File: config.mk
export PLATFORM = sky130hd
export DESIGN_NAME = nibble_to_word_packer
export DESIGN_NICKNAME = d
export VERILOG_FILES = /design/src/rtl/nibble_to_word_packer_pkg.sv /design/src/rtl/nibble_to_word_packer_counter.sv /design/src/rtl/nibble_to_word_packer.sv
export SDC_FILE = /design/constraint.sdc
export NUM_CORES = 1
export LEC_CHECK = 0
export CORE_ASPECT_RATIO = 1.5
export CORE_MARGIN = 2
export CORE_UTILIZATION = 49
export CTS_CLUSTER_DIAMETER = 120
export DETAILED_ROUTE_END_ITERATION = 16
export PLACE_DENSITY = 0.77
export SYNTH_ARGS = -nofsm -noshare
export SYNTH_HDL_FRONTEND = slang
export SYNTH_SLANG_ARGS = --single-unit
File: constraint.sdc
create_clock -name clk -period 2 [get_ports clk]
set_input_delay 0.3 -clock clk [delete_from_list [all_inputs] [get_ports clk]]
set_output_delay 0.3 -clock clk [all_outputs]
set_load 0.1 [all_outputs]
File: src/rtl/nibble_to_word_packer_pkg.sv
// Shared widths and state encoding for the nibble-to-word packer.
// The FSM state type is a plain 2-bit vector so the encoding is fixed by the localparams below.
package nibble_to_word_packer_pkg;

    localparam int NIB_W  = 4;
    localparam int WORD_W = 16;
    localparam int NIBS   = WORD_W / NIB_W;

    typedef logic [1:0] state_t;

    localparam state_t IDLE    = 2'd0;
    localparam state_t COLLECT = 2'd1;
    localparam state_t LOAD    = 2'd2;

    // Width of a counter that indexes n positions; never narrower than one bit.
    function automatic int cnt_width(input int n);
        return (n > 1) ? $clog2(n) : 1;
    endfunction

endpackage

File: src/rtl/nibble_to_word_packer_counter.sv
// nibble_counter: modulo-NIBS position counter with synchronous clear and increment.
// tc flags the last nibble position of a word, so the increment that leaves it wraps to 0.
module nibble_counter
#(
    parameter int NIBS  = nibble_to_word_packer_pkg::NIBS,
    parameter int CNT_W = nibble_to_word_packer_pkg::cnt_width(NIBS)
)
(
    input  logic             clk,
    input  logic             rst,
    input  logic             clr,
    input  logic             inc,
    output logic [CNT_W-1:0] cnt,
    output logic             tc
);

    localparam logic [CNT_W-1:0] LAST = CNT_W'(NIBS - 1);

    assign tc = (cnt == LAST);

    // NOTE: sequential state is assigned with <= so every flop samples pre-edge values.
    always_ff @(posedge clk or posedge rst) begin
        if (rst) begin
            cnt <= '0;
        end else if (clr) begin
            cnt <= '0;
        end else if (inc) begin
            cnt <= tc ? '0 : cnt + CNT_W'(1);
        end
    end

endmodule

File: src/rtl/nibble_to_word_packer.sv
// Packs four nibbles (first = most significant) into a 16-bit word and strobes ld for one cycle.
// The FSM is Moore: in_ready and ld depend on the state alone.
module nibble_to_word_packer
    import nibble_to_word_packer_pkg::state_t,
           nibble_to_word_packer_pkg::IDLE,
           nibble_to_word_packer_pkg::COLLECT,
           nibble_to_word_packer_pkg::LOAD,
           nibble_to_word_packer_pkg::cnt_width;
#(
    parameter int NIB_W  = nibble_to_word_packer_pkg::NIB_W,
    parameter int WORD_W = nibble_to_word_packer_pkg::WORD_W
)
(
    input  logic              clk,
    input  logic              rst,
    input  logic              in_valid,
    input  logic [NIB_W-1:0]  in_data,
    input  logic              flush,
    output logic              in_ready,
    output logic              ld,
    output logic [WORD_W-1:0] out,
    output logic [7:0]        word_cnt
);

    localparam int NWORD = WORD_W / NIB_W;
    localparam int CNT_W = cnt_width(NWORD);

    state_t            state;
    state_t            state_nxt;
    logic [WORD_W-1:0] shift_q;
    logic [CNT_W-1:0]  nib_cnt;
    logic              nib_tc;
    logic              accept;
    logic              take;
    logic              abort;
    logic              last_nib;

    // flush only aborts assembly; in LOAD the finished word is already committed.
    assign accept   = in_valid & in_ready;
    assign abort    = flush & (state != LOAD);
    assign take     = accept & ~flush;
    assign last_nib = take & (state == COLLECT) & nib_tc;

    nibble_counter #(
        .NIBS  (NWORD),
        .CNT_W (CNT_W)
    ) u_nib_cnt (
        .clk (clk),
        .rst (rst),
        .clr (abort),
        .inc (take),
        .cnt (nib_cnt),
        .tc  (nib_tc)
    );

    // ---------------- FSM: state register ----------------
    always_ff @(posedge clk or posedge rst) begin
        if (rst) begin
            state <= IDLE;
        end else begin
            state <= state_nxt;
        end
    end

    // ---------------- FSM: next-state logic ----------------
    // NOTE: every always_comb output gets a default first so no path can infer a latch.
    always_comb begin
        state_nxt = state;
        case (state)
            IDLE: begin
                if (abort)     state_nxt = IDLE;
                else if (take) state_nxt = COLLECT;
            end
            COLLECT: begin
                if (abort)         state_nxt = IDLE;
                else if (last_nib) state_nxt = LOAD;
            end
            LOAD:    state_nxt = IDLE;
            default: state_nxt = IDLE;
        endcase
    end

    // ---------------- FSM: output decode ----------------
    always_comb begin
        in_ready = 1'b1;
        ld       = 1'b0;
        case (state)
            LOAD: begin
                in_ready = 1'b0;
                ld       = 1'b1;
            end
            default: begin
                in_ready = 1'b1;
                ld       = 1'b0;
            end
        endcase
    end

    // ---------------- datapath ----------------
    // The first nibble of a word starts from a cleared register so no stale bits linger.
    always_ff @(posedge clk or posedge rst) begin
        if (rst) begin
            shift_q <= '0;
        end else if (abort) begin
            shift_q <= '0;
        end else if (take) begin
            if (state == IDLE) begin
                shift_q <= {{(WORD_W-NIB_W){1'b0}}, in_data};
            end else begin
                shift_q <= {shift_q[WORD_W-NIB_W-1:0], in_data};
            end
        end
    end

    // out is written only with a complete word, on the edge that enters LOAD.
    always_ff @(posedge clk or posedge rst) begin
        if (rst) begin
            out <= '0;
        end else if (last_nib) begin
            out <= {shift_q[WORD_W-NIB_W-1:0], in_data};
        end
    end

    always_ff @(posedge clk or posedge rst) begin
        if (rst) begin
            word_cnt <= 8'd0;
        end else if (state == LOAD) begin
            word_cnt <= word_cnt + 8'd1;
        end
    end

endmodule

; Word level (Yosys, flattened, before mapping)
; Cells that the tools add are included.
[op_classes]
n_bitwise = 6
n_eq_ne = 6
muxes = 13
reduce_logical = 3
addsub = 2
[ops]
columns = op, n
row1 = 12-bit 2-to-1 mux, 3
row2 = 2-bit 2-to-1 mux, 7
row3 = "8-bit by 1-bit adder with 8-bit output, second input constant", 1
row4 = "3-bit inequality test, second input constant", 2
row5 = 1-bit AND, 5
row6 = "2-bit equality test, second input constant", 2
row7 = 2-bit case mux with 2 select lines, 1
row8 = "2-bit by 1-bit adder with 2-bit output, second input constant", 1
row9 = "2-bit by 1-bit equality test with 1-bit output, second input constant", 1
row10 = 2-bit zero test, 1
row11 = 1-bit 2-to-1 mux, 2
row12 = "2-bit inequality test, second input constant", 1
row13 = 2-bit AND reduction, 1
row14 = 2-bit nonzero test, 1
row15 = 1-bit inverter, 1
[word_totals]
word_cells = 35
inputBits = 8
register_bits = 40

; Depth between registers and ports, before layout
; Gate-level depths: netlist (run 1).
[depth]
depth_word = 9
ltp_mapped = 6

; Cells and area by module
; A second synthesis (run 1) with hierarchy kept.
[hier_totals]
cells_unflattened = 111
hier_area_um2 = 1624.1
[modules_own_cells]
columns = mod, seq_area_each_um2, cells_each, n_inst, area_each_um2
row1 = nibble_to_word_packer, 950.9, 102, 1, 1520.2
row2 = nibble_counter, 50.0, 9, 1, 103.8

; Worst setup path before layout (run 1)
; OpenSTA, ideal clock, no wires.
[synth_path]
path_kind = flip-flop to flip-flop
startpoint = register state[0]
endpoint = register shift_q[0]
arrival_time_ns = 2.818
setup_time_ns = 0.068
setup_slack_ns = -0.886
path_stages_with_launch = 5
t_required_ns = 1.932
period_less_slack_ns = 2.886
n_path_buf = 0
cell_sequence = dfrtp_1 nand2b_1 inv_1 nor3b_1 a22o_1
[synth_via]
elab_chain_cells = 5
elab_cells_between_ends = 8
[synth_lines]
columns = element, line
row1 = start: declaration, nibble_to_word_packer.sv:28  ; state_t state;
row2 = start signal: assignment, nibble_to_word_packer.sv:61  ; state <= state_nxt;
row3 = 2-bit equality test, nibble_to_word_packer.sv:87  ; case (state)
row4 = 1-bit 2-to-1 mux, nibble_to_word_packer.sv:87
row5 = net in_ready, nibble_to_word_packer.sv:19  ; output logic in_ready,
row6 = 1-bit AND, nibble_to_word_packer.sv:39  ; assign accept = in_valid & in_ready;
row7 = 1-bit AND, nibble_to_word_packer.sv:41  ; assign take = accept & ~flush;
row8 = 2-bit nonzero test (no source line), --
row9 = end signal: assignment, nibble_to_word_packer.sv:108  ; shift_q <= {{(WORD_W-NIB_W){1'b0}}, in_data};
row10 = end signal: assignment, nibble_to_word_packer.sv:110  ; shift_q <= {shift_q[WORD_W-NIB_W-1:0], in_data};
row11 = end: declaration, nibble_to_word_packer.sv:30  ; logic [WORD_W-1:0] shift_q;
; The timed path passes the listed nets, and every way through them passes these cells.
; A chain may end at the register's enable or synchronous reset.

; Worst setup path in the final report (run 1)
[layout_path]
startpoint = input port in_valid
endpoint = register out[8]
[layout_via]
elab_chain_cells = 4
[layout_lines]
columns = element, line
row1 = start: declaration, nibble_to_word_packer.sv:16  ; input logic in_valid,
row2 = 1-bit AND, nibble_to_word_packer.sv:39
row3 = 1-bit AND, nibble_to_word_packer.sv:41
row4 = 1-bit AND (2 in a row), nibble_to_word_packer.sv:42  ; assign last_nib = take & (state == COLLECT) & nib_tc;
row5 = end signal: assignment, nibble_to_word_packer.sv:120  ; out <= {shift_q[WORD_W-NIB_W-1:0], in_data};
row6 = end: declaration, nibble_to_word_packer.sv:21  ; output logic [WORD_W-1:0] out,
; No other way between the ends.

==> tab_implementation.tex, run 1 <==
\begin{tabular}{lr}
\hline
Metric & Value \\
\hline
\multicolumn{2}{l}{\textbf{Final layout}} \\
\quad Multi-input logic area & around 560 sq um \\
\quad Relative area change from synthesis to final layout & 29.9\% \\
\quad Antenna fix cells & 0 \\
\quad Final instance area & 2080 sq um \\
\quad Non-filler cells, final & about 190 \\
\quad Post-route core utilization & around 67\% \\
\quad Net count of the finished layout & 155 \\
\quad Area taken by flip-flops and latches & between 1000 and 1500 sq um \\
\quad Filler cells & $\sim$250 \\
\quad Share of layout cells above drive strength 1 & roughly 45\% \\
\multicolumn{2}{l}{\textbf{Yosys}} \\
\quad Proportion of netlist area held by the largest area contributor & 62.5\% \\
\quad Synth Register Bits & 40 \\
\quad Netlist cell types & 22 \\
\quad Largest area contributor in the synthesized netlist & dfrtp\_1 \\
\quad Syn Std Cell Area & 1600 sq um \\
\quad Mean instance size in the synthesized netlist & 15.3 sq um \\
\quad Top area cells in the synthesized netlist & dfrtp\_1 (62\%), mux2\_4 (8.4\%), a22o\_2 (5.0\%), mux2\_2 (4.9\%), xnor2\_1 (3.8\%) \\
\quad Sequential fraction of the synthesis area & between 60\% and 70\% \\
\quad Synthesized Nets & 115 \\
\quad Synth Instances & between 100 and 150 \\
\quad Total number of yosys warnings & 0 \\
\multicolumn{2}{l}{\textbf{Drt}} \\
\quad Overall via count from detail\_route & between 900 and 1,000 \\
\quad Detail-routed net length per standard cell & about 16 um \\
\quad \# DRC & 0 \\
\quad Number of search-and-repair iterations in the first detailed-routing pass & 4 \\
\quad Uppermost layer routed & met4 \\
\quad Final antenna-violating net count & 0 \\
\quad Routed met1 length & $\sim$1300 um \\
\quad Total Wirelength & approximately 3000 um \\
\quad DRC marker count from the first detailed-route iteration & 23 \\
\quad Met3 layer wire length in the routed design & around 84 um \\
\quad Via/cell ratio & $\sim$5.3 \\
\quad Routed met2 length & around 1500 um \\
\multicolumn{2}{l}{\textbf{Pwr}} \\
\quad P\_sw & $\sim$0.4 mW \\
\quad Portion of total power attributed to the clock network & between 40 and 50\% \\
\quad Register share of total power & about 49\% \\
\quad Power per unit of standard cell area & 826 nW/um\^{}2 \\
\quad Internal power & roughly 1.3 mW \\
\quad Overall power & $\sim$1.7 mW \\
\quad Worst vdd ir & 0.000648 V \\
\quad Leakage & 1.05 nW \\
\quad Combinational fraction of design power & about a tenth \\
\quad Switching share of total power & a little under a quarter \\
\multicolumn{2}{l}{\textbf{Timing}} \\
\quad Worst clock skew & 0.00772 ns \\
\quad Setup TNS & 0 ns \\
\quad Final count of hold timing violations & 0 \\
\quad Period Utilization, post-route & around four fifths \\
\quad Worst-margin pin slew & 0.493 ns \\
\quad Highest clock rate & 0.628 GHz \\
\quad Count of endpoints failing setup in the final report & 0 \\
\quad Min Tclk post-route & about 1.6 ns \\
\quad RSZ-0062 raised after global routing & no \\
\quad Final Max Tran Viols & 0 \\
\quad Max\_slew headroom & around two thirds \\
\multicolumn{2}{l}{\textbf{Floorplanning}} \\
\quad Chip Height & roughly 74 um \\
\quad Starting utilization of the core area & around 51\% \\
\quad Core box area & around 3100 sq um \\
\quad IO Count & 34 \\
\quad Number of cell rows & 25 \\
\quad Die ar. & about 3800 sq um \\
\quad Horizontal die dimension & 50.7 um \\
\multicolumn{2}{l}{\textbf{Placement}} \\
\quad Routability-driven placement congestion ratio & about 0.69 \\
\quad DP Cell Count & 178 \\
\quad Placed inst area & slightly below 2000 sq um \\
\quad HPWL after DPL & 2080 um \\
\quad Number of port buffers & 33 \\
\multicolumn{2}{l}{\textbf{Critical path}} \\
\quad Setup slack of the worst register-to-register path & 0.54 ns \\
\quad Most Frequent Cell on Critical Path & and3b\_1 \\
\quad Source of the worst register-to-register timing path & u\_nib\_cnt.cnt[0]\$\_DFFE\_PP0P\_ \\
\quad Data arrival, critical path & 1.77 ns \\
\quad Required arrival time at the worst endpoint & around 2.2 ns \\
\quad Sequence of cells on the critical path & clkdlybuf4s50\_1 -> and3b\_1 -> and3b\_1 -> buf\_12 -> mux2\_2 \\
\quad Capture point of the worst reg-to-reg path & out[8]\$\_DFFE\_PP0P\_ \\
\quad Critical-path maximum fanout & 17 \\
\quad Worst Setup Start Kind & input port \\
\quad Worst setup path category & in2reg \\
\quad Slowest cell on the critical path & clkdlybuf4s50\_1 \\
\quad R2r worst-path depth & 4 \\
\quad Slowest stage delay, CP & between 0.5 and 0.6 ns \\
\quad Type of destination of the critical path & flip-flop \\
\multicolumn{2}{l}{\textbf{Clock network}} \\
\quad Post-CTS Hold Fix Bufs & 0 \\
\quad Clock insertion delay at the later pin of the skew report & $\sim$0.29 ns \\
\quad H-tree lvl count & 2 \\
\quad Post-CTS setup buffer count & 0 \\
\quad Sinks on the clock net & 40 \\
\quad Clock-pin slew on the worst setup and hold paths & approximately 0.080 ns \\
\quad Clock tree from TritonCTS & done \\
\quad Clock Root Buffer & clkbuf\_8 \\
\quad Total of cells resized after clock tree synthesis & 0 \\
\quad Total clock buffers created by CTS & 5 \\
\quad Deepest clock path buffer count & 2 \\
\multicolumn{2}{l}{\textbf{GRT}} \\
\quad Overall overflow remaining after global route & 0 \\
\quad Global-route wire length before repair & about 4700 um \\
\quad Antenna violations before repair & 0 \\
\quad Global-route usage over all layers & approximately 17\% \\
\quad Via count of the first global-routing pass & roughly 1,000 \\
\quad Largest net degree at the start of global routing & between 40 and 50 \\
\multicolumn{2}{l}{\textbf{Outcome}} \\
\quad Outcome & completed \\
\multicolumn{2}{l}{\textbf{Flow run}} \\
\quad Max Cap Viol & 0 \\
\multicolumn{2}{l}{\textbf{Hold path}} \\
\quad Type of the worst min-delay path & in2async \\
\hline
\end{tabular}
==> Yosys cell counts <==
cell	number
and4b_1	1
a22o_2	8
nand3_1	1
inv_1	2
nand2_1	5
xnor2_1	7
buf_12	1
nand2b_1	1
mux2_4	9
nand4_1	4
and3_1	1
and3b_1	2
nor3_1	1
buf_6	2
clkbuf_1	1
o21ai_0	2
ha_1	2
dfrtp_1	40
nor2_1	1
nor3b_1	1
a22o_1	6
mux2_2	7
==> layout make-up <==
cell class	instances	share of cell area [%]
timing repair buffer	37	16.0
tap	40	2.40
clock buffer	7	4.63
clock inverter	1	1.44
inverter	2	0.541
sequential	40	48.1
multi-input combinational	59	26.9
==> metrics by stage <==
| stage | hold slack [ns] | worst slack, ns |
|---|---|---|
| global placement | 0.464 | 0.168 |
| global route | 0.481 | 0.371 |
| CTS | 0.442 | 0.415 |
| finish | 0.428 | 0.407 |
| detailed placement | 0.469 | 0.130 |
| floorplan | 0.371 | 0.0499 |
==> kinds of logic after synthesis <==
| group | Yosys count | share of synthesized area (%) |
|---|---|---|
| fa+ha+maj | 2 | 1.56 |
| flops | 40 | 62.5 |
| compound gates | 16 | 8.90 |
| mux | 16 | 13.3 |
| simple gates | 18 | 6.56 |
| buf+inv | 6 | 3.36 |
| xor+xnor | 7 | 3.83 |
==> worst max-delay path by stage <==
stage	slack, ns	endpoint	from
6_report	0.41	out[8]$_DFFE_PP0P_	in_valid
5_1_grt	0.37	out[8]$_DFFE_PP0P_	in_valid
4_1_cts	0.41	out[8]$_DFFE_PP0P_	in_valid
3_5_place_dp	0.13	out[8]$_DFFE_PP0P_	in_valid
3_3_place_gp	0.17	out[8]$_DFFE_PP0P_	flush
2_1_floorplan	0.05	shift_q[0]$_DFFE_PP0P_	state[0]$_DFFE_PP0P_
==> routing by layer <==
layer / global-route usage, % / vias up
li1: - / 459
met1: 21.8 / 506
met2: 27.3 / 20
met3: 4.22 / 7
met4: 9.91 / 0
met5: 0 / -
==> power groups by stage <==
stage / clock (mW) / sequential (mW) / combinational, mW
3_5_place_dp: 0 / 0.862 / 0.169
3_3_place_gp: 0 / 0.860 / 0.165
4_1_cts: 0.724 / 0.846 / 0.169
5_1_grt: 0.747 / 0.849 / 0.177
6_report: 0.706 / 0.846 / 0.167
2_1_floorplan: 0 / 0.930 / 0.0492
==> state kept, by name, indices dropped and copies added, names as in the netlist <==
signal / count
shift_q: 12
u_nib_cnt.cnt: 2
word_cnt: 8
out: 16
state: 2
==> cells in the final DEF, fill, tap and decap left out, types with 3 or more instances in the layout <==
cell type,netlist,layout
mux2_4,9,9
buf_12,1,3
clkdlybuf4s50_1,0,7
xnor2_1,7,7
dfrtp_1,40,40
nand2_1,5,5
a22o_2,8,8
mux2_2,7,7
clkbuf_8,0,7
a22o_1,6,6
nand4_1,4,4
buf_4,0,27
==> worst max-delay path, delay by kind of cell <==
| kind | cells | cell delay [ns] |
|---|---|---|
| buffers and inverters | 2 | 0.70 |
| muxes | 1 | 0.35 |
| and+or+nand+nor | 2 | 0.41 |
No activity file was read; power rests on OpenSTA's default activity.
==> run 2, diff against run 1 <==
==> constraint.sdc (replaced) <==
create_clock -name clk -period 1.6 [get_ports clk]
set_input_delay 0.24 -clock clk [delete_from_list [all_inputs] [get_ports clk]]
set_output_delay 0.24 -clock clk [all_outputs]
set_load 0.1 [all_outputs]
==> run 2 against run 1 <==
  * Clock power grew 14%
  * Worst hold slack lost 0.12 ns
  * Register-to-register slack worse by 0.42 ns
  * Critical endpoint is now out[9]$_DFFE_PP0P_
==> tab_implementation.tex, run 2 (synthesis gave the netlist of run 1 again) <==
\begin{tabular}{lr}
\hline
Metric & Value \\
\hline
\multicolumn{2}{l}{\textbf{Outcome}} \\
\quad Outcome & completed (unchanged) \\
\multicolumn{2}{l}{\textbf{Drt}} \\
\quad DRC marker count from the first detailed-route iteration & 23 (unchanged) \\
\quad Final antenna-violating net count & 0 (unchanged) \\
\quad Number of search-and-repair iterations in the first detailed-routing pass & 4 (unchanged) \\
\quad Via/cell ratio & 5.34 (was 5.33) \\
\quad Overall via count from detail\_route & 1,025 (was 992) \\
\quad Total Wirelength & 3330 um (was 2990 um) \\
\quad Detail-routed net length per standard cell & 17.3 um (was 16.1 um) \\
\quad \# DRC & 0 (unchanged) \\
\multicolumn{2}{l}{\textbf{Pwr}} \\
\quad Combinational fraction of design power & 11.9\% (was 9.7\%) \\
\quad Switching share of total power & 24.4\% (was 23.2\%) \\
\quad Register share of total power & 50.2\% (was 49.2\%) \\
\quad Power per unit of standard cell area & 871 nW/um\^{}2 (was 826 nW/um\^{}2) \\
\quad Portion of total power attributed to the clock network & 37.9\% (was 41.1\%) \\
\quad Leakage & 1.14 nW (was 1.05 nW) \\
\quad P\_sw & 0.518 mW (was 0.399 mW) \\
\quad Internal power & 1.60 mW (was 1.32 mW) \\
\quad Worst vdd ir & 0.000604 V (was 0.000648 V) \\
\multicolumn{2}{l}{\textbf{Critical path}} \\
\quad Slowest cell on the critical path & clkdlybuf4s50\_1 (unchanged) \\
\quad Source of the worst register-to-register timing path & u\_nib\_cnt.cnt[0]\$\_DFFE\_PP0P\_ (unchanged) \\
\quad Required arrival time at the worst endpoint & 1.77 ns (was 2.18 ns) \\
\quad Most Frequent Cell on Critical Path & and3b\_1 (unchanged) \\
\quad Setup slack of the worst register-to-register path & 0.12 ns (was 0.54 ns) \\
\quad Critical-path maximum fanout & 13 (was 17) \\
\quad Type of destination of the critical path & flip-flop (unchanged) \\
\quad Sequence of cells on the critical path & clkdlybuf4s50\_1 -> and3b\_1 -> and3b\_1 -> buf\_12 -> mux2\_2 (unchanged) \\
\quad Worst setup path category & in2reg (unchanged) \\
\quad R2r worst-path depth & 4 (unchanged) \\
\quad Slowest stage delay, CP & 0.47 ns (was 0.52 ns) \\
\quad Data arrival, critical path & 1.65 ns (was 1.77 ns) \\
\quad Worst Setup Start Kind & input port (unchanged) \\
\quad Capture point of the worst reg-to-reg path & out[9]\$\_DFFE\_PP0P\_ (was out[8]\$\_DFFE\_PP0P\_) \\
\multicolumn{2}{l}{\textbf{Clock network}} \\
\quad H-tree lvl count & 2 (unchanged) \\
\quad Clock insertion delay at the later pin of the skew report & 0.29 ns (about the same) \\
\quad Sinks on the clock net & 40 (unchanged) \\
\quad Deepest clock path buffer count & 2 (unchanged) \\
\quad Clock tree from TritonCTS & done (unchanged) \\
\quad Total of cells resized after clock tree synthesis & 0 (unchanged) \\
\quad Clock-pin slew on the worst setup and hold paths & 0.07 ns (was 0.08 ns) \\
\quad Total clock buffers created by CTS & 5 (unchanged) \\
\quad Clock Root Buffer & clkbuf\_8 (unchanged) \\
\multicolumn{2}{l}{\textbf{Timing}} \\
\quad Worst-margin pin slew & 0.297 ns (was 0.493 ns) \\
\quad Count of endpoints failing setup in the final report & 0 (unchanged) \\
\quad Worst clock skew & 0.00470 ns (was 0.00772 ns) \\
\quad Min setup slack post-route & 0.122 ns (was 0.407 ns) \\
\quad Final Max Tran Viols & 0 (unchanged) \\
\quad Min Tclk post-route & 1.48 ns \\
\quad RSZ-0062 raised after global routing & no (unchanged) \\
\quad Final count of hold timing violations & 0 (unchanged) \\
\quad Highest clock rate & between 0.6 and 0.7 GHz \\
\quad Period Utilization, post-route & 92.4\% \\
\quad Worst hold slack after final layout & 0.303 ns (was 0.428 ns) \\
\quad Max\_slew headroom & 80.2\% (was 67.1\%) \\
\multicolumn{2}{l}{\textbf{Floorplanning}} \\
\quad Die ar. & 3750 sq um (unchanged) \\
\quad Starting utilization of the core area & 51.2\% (unchanged) \\
\quad Core box area & 3130 sq um (unchanged) \\
\quad Chip Height & 74.0 um (unchanged) \\
\quad Number of cell rows & 25 (unchanged) \\
\quad IO Count & 34 (unchanged) \\
\quad Horizontal die dimension & 50.7 um (unchanged) \\
\multicolumn{2}{l}{\textbf{Flow run}} \\
\quad Max Cap Viol & 0 (unchanged) \\
\multicolumn{2}{l}{\textbf{Final layout}} \\
\quad Antenna fix cells & 0 (unchanged) \\
\quad Net count of the finished layout & 161 (was 155) \\
\quad Most common cell after layout, fill and taps aside & dfrtp\_1 (unchanged) \\
\quad Largest register FFs & 16 (unchanged) \\
\quad Multi-input logic area & 567 sq um (was 561 sq um) \\
\quad Final instance area & 2430 sq um (was 2080 sq um) \\
\quad Leading registers by flop count & out: 16 flops, shift\_q: 12 flops, word\_cnt: 8 flops (unchanged) \\
\quad Filler cells & 193 (was 254) \\
\quad Largest register by flop count & out (unchanged) \\
\quad Share of layout cells above drive strength 1 & 49.3\% (was 44.5\%) \\
\quad Post-route core utilization & 77.8\% (was 66.6\%) \\
\quad Top library cells by usage in the layout, fill and taps aside & dfrtp\_1 (35), buf\_12 (28), mux2\_4 (9) (was dfrtp\_1 (40), buf\_4 (27), mux2\_4 (9)) \\
\quad Relative area change from synthesis to final layout & 51.8\% (was 29.9\%) \\
\quad Area taken by flip-flops and latches & 1010 sq um (was 1000 sq um) \\
\multicolumn{2}{l}{\textbf{GRT}} \\
\quad Via count of the first global-routing pass & 1,144 (was 1,006) \\
\quad Global-route wire length before repair & 5710 um (was 4720 um) \\
\quad Highest-utilization routing layer at the global route stage & met2 (unchanged) \\
\quad Antenna violations before repair & 0 (unchanged) \\
\quad Overall overflow remaining after global route & 0 (unchanged) \\
\quad Largest net degree at the start of global routing & 41 (unchanged) \\
\quad GR Util met3 & 7.23\% (was 4.22\%) \\
\quad Global-route usage over all layers & 20.8\% (was 17.3\%) \\
\quad Met1 capacity usage during global routing & 22.7\% (was 21.8\%) \\
\quad Met2 demand-to-capacity share in global routing & 36.5\% (was 27.3\%) \\
\multicolumn{2}{l}{\textbf{Placement}} \\
\quad HPWL after DPL & 2390 um (was 2080 um) \\
\quad Place WS & -0.167 ns (was 0.130 ns) \\
\quad Number of port buffers & 33 (unchanged) \\
\quad Routability-driven placement congestion ratio & 0.694 (was 0.691) \\
\quad Placed inst area & 2300 sq um (was 1960 sq um) \\
\multicolumn{2}{l}{\textbf{Hold path}} \\
\quad Type of the worst min-delay path & in2async (unchanged) \\
\hline
\end{tabular}
## run 2: power groups by stage
stage / Combinational [mW] / Sequential, mW / Clock, mW
after global routing: 0.265 / 1.07 / 0.869
final: 0.252 / 1.06 / 0.804
after global placement: 0.249 / 1.08 / 0
after floorplan: 0.0627 / 1.16 / 0
after detailed placement: 0.254 / 1.08 / 0
after CTS: 0.255 / 1.06 / 0.829
## run 2: worst max-delay path: cells and delay by family
kind          cells  cell delay [ns]
buf+inv           2             0.64
simple gates      2             0.41
mux               1             0.35
## run 2: layout make-up
class,count,area share (%)
clock buffer,6,2.98
clock inverter,2,1.44
inverter,2,0.463
multi-input combinational,59,23.3
sequential,40,41.4
tap,40,2.06
timing repair buffer,43,28.4
## run 2: worst max-delay path by stage
stage                               startpoint                endpoint  slack [ns]  cells after the start
after floorplan           state[0]$_DFFE_PP0P_  shift_q[0]$_DFFE_PP0P_       -0.31                      4
after global placement                in_valid      out[9]$_DFFE_PP0P_       -0.14                      5
after detailed placement              in_valid      out[9]$_DFFE_PP0P_       -0.17                      5
after CTS                 state[0]$_DFFE_PP0P_                      ld        0.06                      3
after global routing      state[0]$_DFFE_PP0P_      out[9]$_DFFE_PP0P_        0.05                      4
final                                 in_valid      out[9]$_DFFE_PP0P_        0.12                      5
## run 2: layer usage
metal	vias to the layer above	wire, um
li1	468	-
met1	522	1290
met5	-	0
met3	7	170
met4	0	57
met2	28	1820
## run 2: repair_timing
item                       CTS  global route
setup endpoints to repair    0             1
hold buffers                 0             0
setup buffers                0             3
## run 2: metrics by stage
| step | std cells | TNS, ns | total power [mW] |
|---|---|---|---|
| floorplan | 105 | -2.21 | 1.23 |
| global placement | 181 | -1.92 | 1.33 |
| detailed placement | 181 | -2.21 | 1.34 |
| CTS | 189 | 0 | 2.15 |
| global route | 192 | 0 | 2.20 |
| finish | 192 | 0 | 2.12 |
==> run 3, diff against run 2 <==
--- a/config.mk
+++ b/config.mk
@@ -5,6 +5,7 @@
 export SDC_FILE = /design/constraint.sdc
 export NUM_CORES = 1
 export LEC_CHECK = 0
+export CAP_MARGIN = 20
 export CORE_ASPECT_RATIO = 1.5
 export CORE_MARGIN = 2
 export CORE_UTILIZATION = 49
==> results of run 3 <==
Same layout as run 2: the final DEF is identical, and so are final timing and power.
